--- src/rtl/seg7_pkg.sv ---
// Shared constants and types for the 4-digit seven-segment scanner.
package seg7_pkg;

  localparam int NUM_DIGITS = 4;

  typedef logic [1:0] digit_idx_t;

  // Active-low cathode patterns {g,f,e,d,c,b,a} for hex digits 0..F.
  localparam logic [0:15][6:0] SEG_TABLE = {
    7'h40, 7'h79, 7'h24, 7'h30, 7'h19, 7'h12, 7'h02, 7'h78,
    7'h00, 7'h10, 7'h08, 7'h03, 7'h46, 7'h21, 7'h06, 7'h0E
  };

  localparam logic [6:0] SEG_OFF = 7'h7F;

  // One full display image: four nibbles, per-digit dp and blank masks.
  typedef struct packed {
    logic [15:0] value;
    logic [3:0]  dp;
    logic [3:0]  blank;
  } disp_t;

endpackage

--- src/rtl/hex_to_seg7.sv ---
// Combinational hex nibble to active-low seven-segment pattern.
module hex_to_seg7
  import seg7_pkg::*;
(
  input  logic [3:0] nib,
  output logic [6:0] seg
);

  // Straight table lookup; the table lives in the package.
  always_comb begin
    seg = SEG_TABLE[nib];
  end

endmodule

--- src/rtl/seg7_scan.sv ---
// Time-multiplexed driver for a 4-digit common-anode seven-segment display.
// New data is double-buffered (pending -> active) and only swapped at the
// frame boundary so a frame never mixes old and new digits.
module seg7_scan
  import seg7_pkg::*;
#(
  parameter int REFRESH_DIV = 100_000,
  parameter int NUM_DIGITS  = 4
) (
  input  logic        clk,
  input  logic        rst_n,
  input  logic [15:0] value,
  input  logic [3:0]  dp_in,
  input  logic [3:0]  blank,
  input  logic        load,
  output logic [6:0]  seg,
  output logic        dp,
  output logic [3:0]  an,
  output logic        frame_done
);

  localparam int PW = (REFRESH_DIV > 1) ? $clog2(REFRESH_DIV) : 1;
  localparam logic [PW-1:0] PRESC_MAX = PW'(REFRESH_DIV - 1);
  localparam digit_idx_t    LAST_DIG  = digit_idx_t'(NUM_DIGITS - 1);

  logic [PW-1:0] presc_q, presc_d;
  digit_idx_t    dig_q, dig_d;
  disp_t         pend_q, pend_d;
  logic          pend_vld_q, pend_vld_d;
  disp_t         act_q, act_d;
  logic [1:0]    bnd_pipe_q, bnd_pipe_d;
  logic [6:0]    seg_q, seg_d;
  logic          dp_q, dp_d;
  logic [3:0]    an_q, an_d;

  logic          tick;
  logic          boundary;
  disp_t         in_img;
  logic [3:0]    nib;
  logic [6:0]    dec_seg;

  assign in_img   = '{value: value, dp: dp_in, blank: blank};
  assign tick     = (presc_q == PRESC_MAX);
  assign boundary = tick && (dig_q == LAST_DIG);

  // Prescaler and digit index: one digit slot every REFRESH_DIV clocks.
  always_comb begin
    presc_d = tick ? '0 : presc_q + PW'(1);
    dig_d   = tick ? digit_idx_t'(dig_q + 2'd1) : dig_q;
  end

  // Double buffer: loads land in pending, pending moves to active only at
  // the frame boundary; a load in the boundary cycle bypasses pending.
  always_comb begin
    pend_d     = pend_q;
    pend_vld_d = pend_vld_q;
    act_d      = act_q;
    if (boundary) begin
      if (load)            act_d = in_img;
      else if (pend_vld_q) act_d = pend_q;
      pend_vld_d = 1'b0;
    end else if (load) begin
      pend_d     = in_img;
      pend_vld_d = 1'b1;
    end
  end

  // Nibble selected ahead of the decoder; outputs registered behind it.
  always_comb begin
    nib = act_q.value[{dig_q, 2'b00} +: 4];
  end

  hex_to_seg7 u_dec (
    .nib (nib),
    .seg (dec_seg)
  );

  // Next output image for the current slot, dark when blanked.
  always_comb begin
    if (act_q.blank[dig_q]) begin
      an_d  = 4'hF;
      seg_d = SEG_OFF;
      dp_d  = 1'b1;
    end else begin
      an_d  = ~(4'b0001 << dig_q);
      seg_d = dec_seg;
      dp_d  = ~act_q.dp[dig_q];
    end
  end

  // Boundary delayed two clocks so frame_done lines up with digit 0 on an.
  always_comb begin
    bnd_pipe_d = {bnd_pipe_q[0], boundary};
  end

  // All state, asynchronously cleared.
  always_ff @(posedge clk or negedge rst_n) begin
    if (!rst_n) begin
      presc_q    <= '0;
      dig_q      <= '0;
      pend_q     <= '0;
      pend_vld_q <= 1'b0;
      act_q      <= '0;
      bnd_pipe_q <= '0;
      seg_q      <= SEG_OFF;
      dp_q       <= 1'b1;
      an_q       <= 4'hF;
    end else begin
      presc_q    <= presc_d;
      dig_q      <= dig_d;
      pend_q     <= pend_d;
      pend_vld_q <= pend_vld_d;
      act_q      <= act_d;
      bnd_pipe_q <= bnd_pipe_d;
      seg_q      <= seg_d;
      dp_q       <= dp_d;
      an_q       <= an_d;
    end
  end

  assign seg        = seg_q;
  assign dp         = dp_q;
  assign an         = an_q;
  assign frame_done = bnd_pipe_q[1];

endmodule

--- config.mk ---
export PLATFORM = sky130hd
export DESIGN_NAME = seg7_scan
export DESIGN_NICKNAME = d
export VERILOG_FILES = /design/src/rtl/seg7_pkg.sv /design/src/rtl/hex_to_seg7.sv /design/src/rtl/seg7_scan.sv
export SDC_FILE = /design/constraint.sdc
export NUM_CORES = 1
export LEC_CHECK = 0
export BUFFER_PORTS_ARGS = -buffer_cell sky130_fd_sc_hd__buf_2
export CAP_MARGIN = 20
export CORE_MARGIN = 4
export CORE_UTILIZATION = 40
export DETAILED_ROUTE_END_ITERATION = 12
export GPL_TIMING_DRIVEN = 1
export SYNTH_ARGS = -nofsm -noshare
export SYNTH_HDL_FRONTEND = slang
export SYNTH_SLANG_ARGS = --single-unit
--- constraint.sdc ---
create_clock -name clk -period 4.2 [get_ports clk]
set_input_delay 0.21 -clock clk [delete_from_list [all_inputs] [get_ports clk]]
set_output_delay 0.21 -clock clk [all_outputs]
set_load 0.02 [all_outputs]
==> results of run 1 <==
[cells in the mapped netlist, drive strengths merged (2+ instances only)]
master    n  area (um2)
nor4      2        27.5
xnor2     9        78.8
nand3    10        55.1
nor2     41         154
and3b     3        26.3
nand4     6        37.5
o31ai     2        28.8
or2       3        18.8
mux2i     3        30.0
o2bb2ai   2        17.5
and2      4        25.0
nand2    17        66.3
nor2b     2        12.5
o211ai    4        30.0
mux4      5         113
ha       11         138
a21oi     6        30.0
o21ai     5        25.0
nor3     19         100
a31oi    21         131
and3      2        12.5
nand2b    2        12.5
xor2      5        43.8
o221a    22         248
mux2     26         293
inv       7        26.3
clkbuf   14        52.6
dfstp    12         315
buf      10        65.1
dfrtp    70        1750
and4      2        17.5
[sequential cells by signal, summed over array words and instances (netlist names)]
name / cells
seg: 7
bnd_pipe_q: 2
presc_q: 17
pend_vld_q: 1
act_q: 24
an: 4
dp: 1
pend_q: 24
dig_q: 2
[critical path: stages, from the launching register on]
cell and delay [ps]:
dfrtp_1 660, ha_1 470, clkinv_1 210, o31ai_4 260
buf_4 360, mux2_1 380
[final timing paths]
kind | end | slack (ps)
min in group asynchronous | presc_q[13] | 370
min reg2reg | bnd_pipe_q[1] | 360
max | pend_q[6] | 1750
max reg2reg | pend_q[6] | 1750
max in group asynchronous | seg[3] | 3170
min | pend_q[4] | 80
[where the power goes]
group	switching (mW)	leakage [nW]	internal (mW)
Sequential	0.0117	1.03	0.813
Combinational	0.0450	0.815	0.0331
Clock	0.304	0.0799	0.221
[per-layer routing]
| layer | share of wire [%] | wire length, um | vias up | global-route usage [%] |
|---|---|---|---|---|
| li1 | - | - | 1397 | - |
| met4 | 1.0 | 91 | 0 | 4.54 |
| met3 | 3.9 | 343 | 9 | 3.52 |
| met1 | 49 | 4270 | 1445 | 22.2 |
| met2 | 47 | 4100 | 52 | 25.6 |
| met5 | 0 | 0 | - | 0 |
[cell families (layout without fill, tap and decap cells)]
group                    Yosys count  in the layout  synth area share, %
AND/OR/NAND/NOR                  121            121                 15.7
XOR/XNOR                          14             14                 2.98
flip-flops                        82             82                 50.3
adder cells (fa/ha/maj)           11             11                 3.35
buffers and inverters             32             70                 3.59
AO/OA/AOI/OAI                     67             67                 13.5
multiplexers                      34             34                 10.6
[area by class of cell]
type | count | area, um2
Clock buffer | 10 | 128
Fill cell | 941 | 5310
Clock inverter | 6 | 48.8
Sequential cell | 82 | 2070
Multi-Input combinational cell | 247 | 1890
Tap cell | 133 | 166
Timing Repair Buffer | 46 | 265
Inverter | 8 | 30.0
==> metrics.md, run 1 <==
| Metric | Value |
|---|---|
| Outcome | finished, final reports clean |
| Fin. Hold Viols | 0 |
| Startpoint Class | flop |
| I/O Buffers | 39 |
| Layout area overhead | 11.9% |
| Ports | 40 |
| Finished Layout Cells | between 500 and 600 |
| Vias post-DR | 2903 |
| Max Fclk | roughly 0.41 GHz |
| Rel. slew slack | ~43% |
| Cell Area, Placed | ~4400 um2 |
| Count of final max-slew check failures | 0 |
| Pre-CTS setup slack | roughly 1800 ps |
| Max-cap viol count | 0 |
| PnR worst setup slack | ~1700 ps |
| Setup crit start | dig_q[1] |
| Total grt overflow | 0 |
| Hold Buf Count CTS | 0 |
| Vias in the first global route | roughly 2900 |
| Final non-filler cell area | around 4600 um2 |
| Setup TNS | 0 ps |
| Clk sink count | 82 |
| Yosys cell types | 57 |
| Largest net degree at the start of global routing | 83 |
| Reg-to-reg startpoint | dig_q[1] |
| Post-synthesis sequential area ratio | 50.3% |
| DP HPWL | 5850 um |
| Commonest non-fill, non-tap cell in the layout | dfrtp_1 |
| Share of post-route cells with drive strength above 1 | 26.3% |
| CTS Root Cell | clkbuf_8 |
| R2R cell count | 5 |
| PwrDens | just over 300 nW/um2 |
| Power Total | approximately 1.4 mW |
| Avg Cell Area, Syn | between 10 and 15 um2 |
| First-pass GRT wire length | around 15000 um |
| Chip height | about 110 um |
| Final period utilization | roughly three fifths |
| DRC Markers | 0 |
| Post-layout nets | about 430 |
| VDD IR max | ~0.00017 V |
| Clk Latency, worst-skew pair | 350 ps |
| DP Cell Count | 514 |
| GPL Wtd Cong | about 0.80 |
| Mapped Area | 4110 um2 |
| Full die area | between 10000 and 15000 um2 |
| Critical Path RT | 4440 ps |
| Top FF cell, synth | dfrtp_1 |
| Flip-flop and latch count after synthesis | 82 |
| Overall Global Routing Usage | about 16% |
| Syn Nets | 399 |
| Initial core utilization | 41.5% |
| Total Wirelength | slightly below 9000 um |
| Worst Hold Depth | 2 |
| # rows | 36 |
| Avg WL per Cell | roughly 17 um |
| Slew of the pin with the lowest slew margin | about 860 ps |
| Crit-path max FO | 24 |
| Ant diodes | 0 |
| CTS tree | built |
| 1st-iter DRT viols | ~200 |
| RSZ-0062 raised after global routing | false |
| Post-CTS sizing | 0 |
| Cells after Synth | about 360 |
| Util after Layout | a little under half |
| Final setup fails | 0 |
| EDFF count, synth | 0 |
| DRT Pass-1 Iters | 4 |
| Setup Fix Bufs, Post-CTS | 0 |
| Antenna Nets Post-Route | 0 |
| Crit Path Class | reg -> reg |
| HP Class | in -> reg |
| Reg clk slew, reported paths | ~90 ps |
| Vias/cell | ~5.5 |
| Die W | between 100 and 150 um |
| Core area | between 9000 and 10000 um2 |
| CTS HTree Levels | 3 |
| CTS buffer count | 9 |
| Final Skew | between 10 and 15 ps |
| Critical path capture point type | flop |
| Total leakage power | between 1.5 and 2 nW |
| Most frequent cells in the layout | 70 x dfrtp_1, 41 x nor2_1, 38 x buf_2, 26 x mux2_1 |
| Clock buffer depth | 2 |
| Synthesis Warnings | 0 |
| Tmin final | around 2500 ps |
| Post-synth ARST share | 100% |
| Critical Path AT | between 2000 and 3000 ps |
| Worst hold start | dp_in[0] |
| Antenna violations before repair | 0 |
| Worst Hold Slack | ~80 ps |
(Power assumes the default switching activity.)
==> inputs of run 2 (changes only) <==
==> constraint.sdc (replaced) <==
create_clock -name clk -period 2.2 [get_ports clk]
set_input_delay 0.11 -clock clk [delete_from_list [all_inputs] [get_ports clk]]
set_output_delay 0.11 -clock clk [all_outputs]
set_load 0.02 [all_outputs]
==> run 2 against run 1 <==
Combinational power grew 130%. Critical path depth grew 1. Utilization grew 3.3 points. Sequential power grew 92%. Via count grew 4.0%. Wire length grew 0.15%. Fmax grew 17%. Die area is the same. Critical endpoint is now pend_q[22].
==> metrics.md, run 2 (synthesis gave the netlist of run 1 again) <==
| Metric | Value |
|---|---|
| Outcome | finished, final reports clean |
| First-pass GRT wire length | 15000 um (+0.79%) |
| Commonest non-fill, non-tap cell in the layout | dfrtp_1 |
| Register area | 2070 um2 (unchanged) |
| Share of post-route cells with drive strength above 1 | 27.4% (+1.1 points) |
| CTS tree | built |
| CTS buffer count | 9 (unchanged) |
| Antenna Nets Post-Route | 0 (unchanged) |
| Clk Latency, worst-skew pair | 350 ps (about the same) |
| Avg WL per Cell | 15.7 um (-4.9%) |
| Ports | 40 (unchanged) |
| Max-cap viol count | 0 (unchanged) |
| Vias post-DR | 3018 (+4.0%) |
| Slew of the pin with the lowest slew margin | 445 ps (-417 ps) |
| DRT Pass-1 Iters | 4 (unchanged) |
| Vias/cell | 5.39 (-1.2%) |
| Crit Path Class | reg -> reg |
| Largest registers | act_q: 24 flops, pend_q: 24 flops, presc_q: 17 flops |
| Most frequent cells in the layout | 70 x dfrtp_1, 41 x nor2_1, 38 x buf_2, 26 x mux2_1 |
| Die W | 109 um (unchanged) |
| Final period utilization | 94.8% (+36 points) |
| Chip height | 109 um (unchanged) |
| Pre-CTS setup slack | 122 ps (-1640 ps) |
| HP Class | in -> reg |
| Finished Layout Cells | 560 (+5.3%) |
| Antenna violations before repair | 0 (unchanged) |
| 1st-iter DRT viols | 141 (-29%) |
| CTS Root Cell | clkbuf_8 |
| Full die area | 12000 um2 (unchanged) |
| Area of the multi-input gates | 1900 um2 (+0.33%) |
| Vias in the first global route | 2944 (+3.0%) |
| PwrDens | 587 nW/um2 (+89%) |
| VDD IR max | 0.000248 V (+46%) |
| DP Cell Count | 524 (+1.9%) |
| Count of final max-slew check failures | 0 (unchanged) |
| Max Fclk | 0.480 GHz (+17%) |
| Rel. slew slack | 70.3% (+28 points) |
| Startpoint Class | flop |
| Tmin final | 2090 ps (-365 ps) |
| GPL Wtd Cong | 0.793 (-1.0%) |
| RSZ-0062 raised after global routing | false |
| Critical Path AT | 2320 ps (-370 ps) |
| Largest net degree at the start of global routing | 83 (unchanged) |
| Total grt overflow | 0 (unchanged) |
| Fill cells | 941 (unchanged) |
| # rows | 36 (unchanged) |
| Final setup fails | 0 (unchanged) |
| Crit-path max FO | 24 (unchanged) |
| PnR worst setup slack | 115 ps (-1640 ps) |
| Setup Fix Bufs, Post-CTS | 0 (unchanged) |
| Setup TNS | 0 ps (unchanged) |
| Layout area overhead | 19.8% |
| Clock buffer depth | 2 (unchanged) |
| Reg clk slew, reported paths | 90 ps (about the same) |
| Overall Global Routing Usage | 16.1% (about the same) |
| Total Wirelength | 8820 um (+0.15%) |
| Critical path capture point type | flop |
| CP cell instances | ha_1 > nor4b_2 > nand3_2 > o31ai_4 > buf_12 > mux2_1 |
| Final Skew | 13.6 ps (+0.727 ps) |
| Post-layout nets | 460 (+6.5%) |
| CTS HTree Levels | 3 (unchanged) |
| DP HPWL | 5990 um (+2.3%) |
| Total leakage power | 2.08 nW (+8.1%) |
| Critical Path RT | 2430 ps (-2010 ps) |
| Initial core utilization | 41.5% (unchanged) |
| Ant diodes | 0 (unchanged) |
| Core area | 9910 um2 (unchanged) |
| DRC Markers | 0 (unchanged) |
| I/O Buffers | 39 (unchanged) |
| Critical Path Slowest Stage Cell | dfrtp_1 |
| Fin. Hold Viols | 0 (unchanged) |
| Clk sink count | 82 (unchanged) |
| Max incr delay on CP | 420 ps (-240 ps) |
-- run 2: final timing paths --
kind | from | to | slack (ps) | cells past startpoint
worst max-delay path | presc_q[0] | pend_q[22] | 110 | 6
worst min-delay path | blank[3] | pend_q[3] | 8 | 2
worst max register to register | presc_q[0] | pend_q[22] | 110 | 6
worst min register to register | bnd_pipe_q[0] | bnd_pipe_q[1] | 360 | 0
max in group asynchronous | rst_n | an[0] | 1510 | 3
min in group asynchronous | rst_n | presc_q[12] | 310 | 3
-- run 2: final cells by class --
cell class                 instances  share of cell area (%)
sequential                        82                    42.0
multi-input combinational        247                    38.6
timing repair buffer              74                    11.1
tap                              133                    3.38
clock buffer                      10                    2.80
clock inverter                     6                    1.47
inverter                           8                   0.610
-- run 2: metal layers --
metal	vias up	share of wire (%)	track usage [%]	wire (um)
met5	-	0	0	0
met4	0	1.2	5.43	110
met3	11	3.3	2.82	291
met2	49	47	26.0	4180
met1	1504	48	21.9	4230
li1	1454	-	-	-
-- run 2: critical path: cells and delay by family, from the launching register on --
kind	cells	cell delay (ps)
fa+ha+maj	1	190
simple gates	2	490
flops	1	420
mux	1	340
buf+inv	1	230
compound gates	1	290
-- run 2: through the flow --
step | util, % | hold slack [ps] | power (mW) | cell area (um2)
floorplan | - | -186 | 1.67 | 4110
global placement | 45.5 | 171 | 1.75 | 4510
detailed placement | 45.5 | 179 | 1.76 | 4510
CTS | 49.6 | 2.72 | 2.93 | 4920
global route | 49.7 | 5.43 | 3.03 | 4920
finish | 49.7 | 8.30 | 2.89 | 4920
-- run 2: timing repair --
item,in CTS,in global routing
resized for setup,0,2
hold buffers,20,0
hold endpoints to repair,89,0
endpoints found under the setup margin,0,35
-- run 2: report_power, final --
group / internal [mW] / total [mW] / switching [mW]
sequential: 1.55 / 1.58 / 0.0222
clock: 0.567 / 1.14 / 0.568
combinational: 0.0877 / 0.178 / 0.0900
total: 2.21 / 2.89 / 0.680
==> inputs of run 3 (changes only) <==
--- a/config.mk
+++ b/config.mk
@@ -11,6 +11,7 @@
 export CORE_UTILIZATION = 40
 export DETAILED_ROUTE_END_ITERATION = 12
 export GPL_TIMING_DRIVEN = 1
+export PLACE_DENSITY = 0.59
 export SYNTH_ARGS = -nofsm -noshare
 export SYNTH_HDL_FRONTEND = slang
 export SYNTH_SLANG_ARGS = --single-unit
==> run 3 against run 2 <==
Fmax is 0.22% lower. Highest routed layer unchanged. Via count rose by 2.3%. Largest cell class unchanged. Critical path depth is the same. Utilization increased by 0.33 points. Cell area rose by 0.66%. Hold slack better by 14 ps. Combinational power is 3% higher. Sequential power barely moved. Die area did not move. Non-clock buffer count rose by 4. Clock power is essentially flat. Clock skew hardly changed.
==> metrics.md, run 3 (synthesis gave the netlist of run 1 again) <==
| Metric | Value |
|---|---|
| Outcome | finished, final reports clean |
| Final setup fails | 0 (unchanged) |
| Max incr delay on CP | 410 ps (about the same) |
| I/O Buffers | 39 (unchanged) |
| Clock power frac | 39.6% (+0.3 points) |
| CP cell instances | ha_1 > nor4b_2 > nand3_1 > o31ai_4 > buf_12 > mux2_1 |
| Initial core utilization | 41.5% (unchanged) |
| Setup TNS | 0 ps (unchanged) |
| Total leakage power | 2.09 nW (+0.72%) |
| Pre-CTS setup slack | 123 ps (+1.02 ps) |
| Critical path buffers and inverters | 1 (unchanged) |
| Critical Path AT | 2330 ps (about the same) |
| First-pass GRT wire length | 15800 um (+5.7%) |
| Ant diodes | 0 (unchanged) |
| GPL Wtd Cong | 0.801 (+1.0%) |
| Antenna violations before repair | 0 (unchanged) |
| Largest net degree at the start of global routing | 43 (-48%) |
| Top delay family on crit path | simple AND/OR/NAND/NOR gates |
| CTS HTree Levels | 3 (unchanged) |
| Tmin final | 2090 ps (+4.58 ps) |
| CTS tree | built |
| Internal cell power | 2.21 mW (+0.21%) |
| Crit-path max FO | 24 (unchanged) |
| Avg WL per Cell | 16.4 um (+4.4%) |
| Startpoint Class | flop |
| Full die area | 12000 um2 (unchanged) |
| Power Total | 2.91 mW (+0.79%) |
| Final period utilization | 95.0% (+0.21 points) |
| Clk sink count | 82 (unchanged) |
| # rows | 36 (unchanged) |
| Clock buffer depth | 2 (unchanged) |
| Slew of the pin with the lowest slew margin | 908 ps (+463 ps) |
| Critical Path Slowest Stage Cell | dfrtp_1 |
| NetSw | 0.698 mW (+2.6%) |
| Vias post-DR | 3087 (+2.3%) |
| Setup Fix Bufs, Post-CTS | 0 (unchanged) |
| Crit Path Class | reg -> reg |
| Largest registers | act_q: 24 flops, pend_q: 24 flops, presc_q: 17 flops |
| Register share of total power | 54.1% (-0.4 points) |
| Total Wirelength | 9270 um (+5.2%) |
| Share of post-route cells with drive strength above 1 | 26.7% (-0.72 points) |
| PwrDens | 587 nW/um2 (+0.12%) |
| Clk Latency, worst-skew pair | 360 ps (about the same) |
| Combinational Power Share | 6.3% (about the same) |
| Commonest non-fill, non-tap cell in the layout | dfrtp_1 |
| Rel. slew slack | 39.4% (-31 points) |
| CTS Root Cell | clkbuf_8 |
| Layout area overhead | 20.6% |
| Chip height | 109 um (unchanged) |
| Vias in the first global route | 3034 (+3.1%) |
| Overall Global Routing Usage | 17.2% (+1.1 points) |
| Die W | 109 um (unchanged) |
| Ports | 40 (unchanged) |
| Final Skew | 13.5 ps (-0.0554 ps) |
| Most frequent cells in the layout | 70 x dfrtp_1, 41 x nor2_1, 38 x buf_2, 26 x mux2_1, 24 x dlygate4sd3_1 |
| DRC Markers | 0 (unchanged) |
| Fin. Hold Viols | 0 (unchanged) |
| Total grt overflow | 0 (unchanged) |
| VDD IR max | 0.000317 V (+27%) |
| Reg clk slew, reported paths | 80 ps (about the same) |
| Antenna Nets Post-Route | 0 (unchanged) |
| Critical Path RT | 2440 ps (about the same) |
| 1st-iter DRT viols | 171 (+21%) |
| DP HPWL | 6230 um (+4.0%) |
| Vias/cell | 5.47 (+1.6%) |
| Post-layout nets | 464 (+0.87%) |
| Switching Share | 24.0% (+0.44 points) |
| CTS buffer count | 9 (unchanged) |
| DRT Pass-1 Iters | 4 (unchanged) |
| HP Class | in -> reg |
| RSZ-0062 raised after global routing | false |
| PnR worst setup slack | 110 ps (-4.58 ps) |
| Max Fclk | 0.478 GHz (-0.22%) |
| Core area | 9910 um2 (unchanged) |
| Count of final max-slew check failures | 0 (unchanged) |
| Critical path capture point type | flop |
| Max-cap viol count | 0 (unchanged) |
-- run 3: area by class of cell --
type                       instances  area, um2
inverter                           8       30.0
fill                             903       4950
multi-input combinational        247       1890
timing repair buffer              78        588
tap                              133        166
sequential                        82       2070
clock buffer                      10        138
clock inverter                     6       71.3
-- run 3: timing repair --
action	in CTS	in global routing
hold endpoints to repair	63	1
gates resized for setup	0	0
hold buffers	23	1
-- run 3: path summary, 6_finish.rpt --
kind | start | to | slack [ps] | cells after the start
max reg2reg | presc_q[0] | pend_q[21] | 110 | 6
min | blank[2] | pend_q[2] | 20 | 2
min in group asynchronous | rst_n | presc_q[13] | 290 | 2
max in group asynchronous | rst_n | an[1] | 1240 | 3
max | presc_q[0] | pend_q[21] | 110 | 6
min reg2reg | bnd_pipe_q[0] | bnd_pipe_q[1] | 350 | 0
-- run 3: through the flow --
step / hold WS [ps] / cells / utilization [%] / cell area [um2]
floorplan: -186 / 361 / - / 4110
global placement: 148 / 524 / 45.5 / 4510
detailed placement: 151 / 524 / 45.5 / 4510
CTS: 0.753 / 563 / 49.9 / 4940
global route: 6.85 / 564 / 50.0 / 4950
finish: 22.2 / 564 / 50.0 / 4950
-- run 3: metal layers --
metal  wire [um]  GRT usage, %  vias to the layer above
met5           0             0                        -
met4         139          6.41                        0
met3         326          2.88                        9
met2        4290          26.5                       69
met1        4520          24.3                     1541
li1            -             -                     1468
-- run 3: power groups by stage --
stage / sequential, mW / combinational (mW) / clock (mW)
after floorplan: 1.60 / 0.0728 / 0
final: 1.57 / 0.184 / 1.15
after CTS: 1.57 / 0.186 / 1.18
after global placement: 1.60 / 0.151 / 0
after global routing: 1.58 / 0.206 / 1.26
after detailed placement: 1.60 / 0.155 / 0
-- run 3: worst register-to-register path, cell delays in order (launching register included) --
cell	delay, ps
dfrtp_1	410
ha_1	190
nor4b_2	240
nand3_1	250
o31ai_4	320
buf_12	230
mux2_1	350
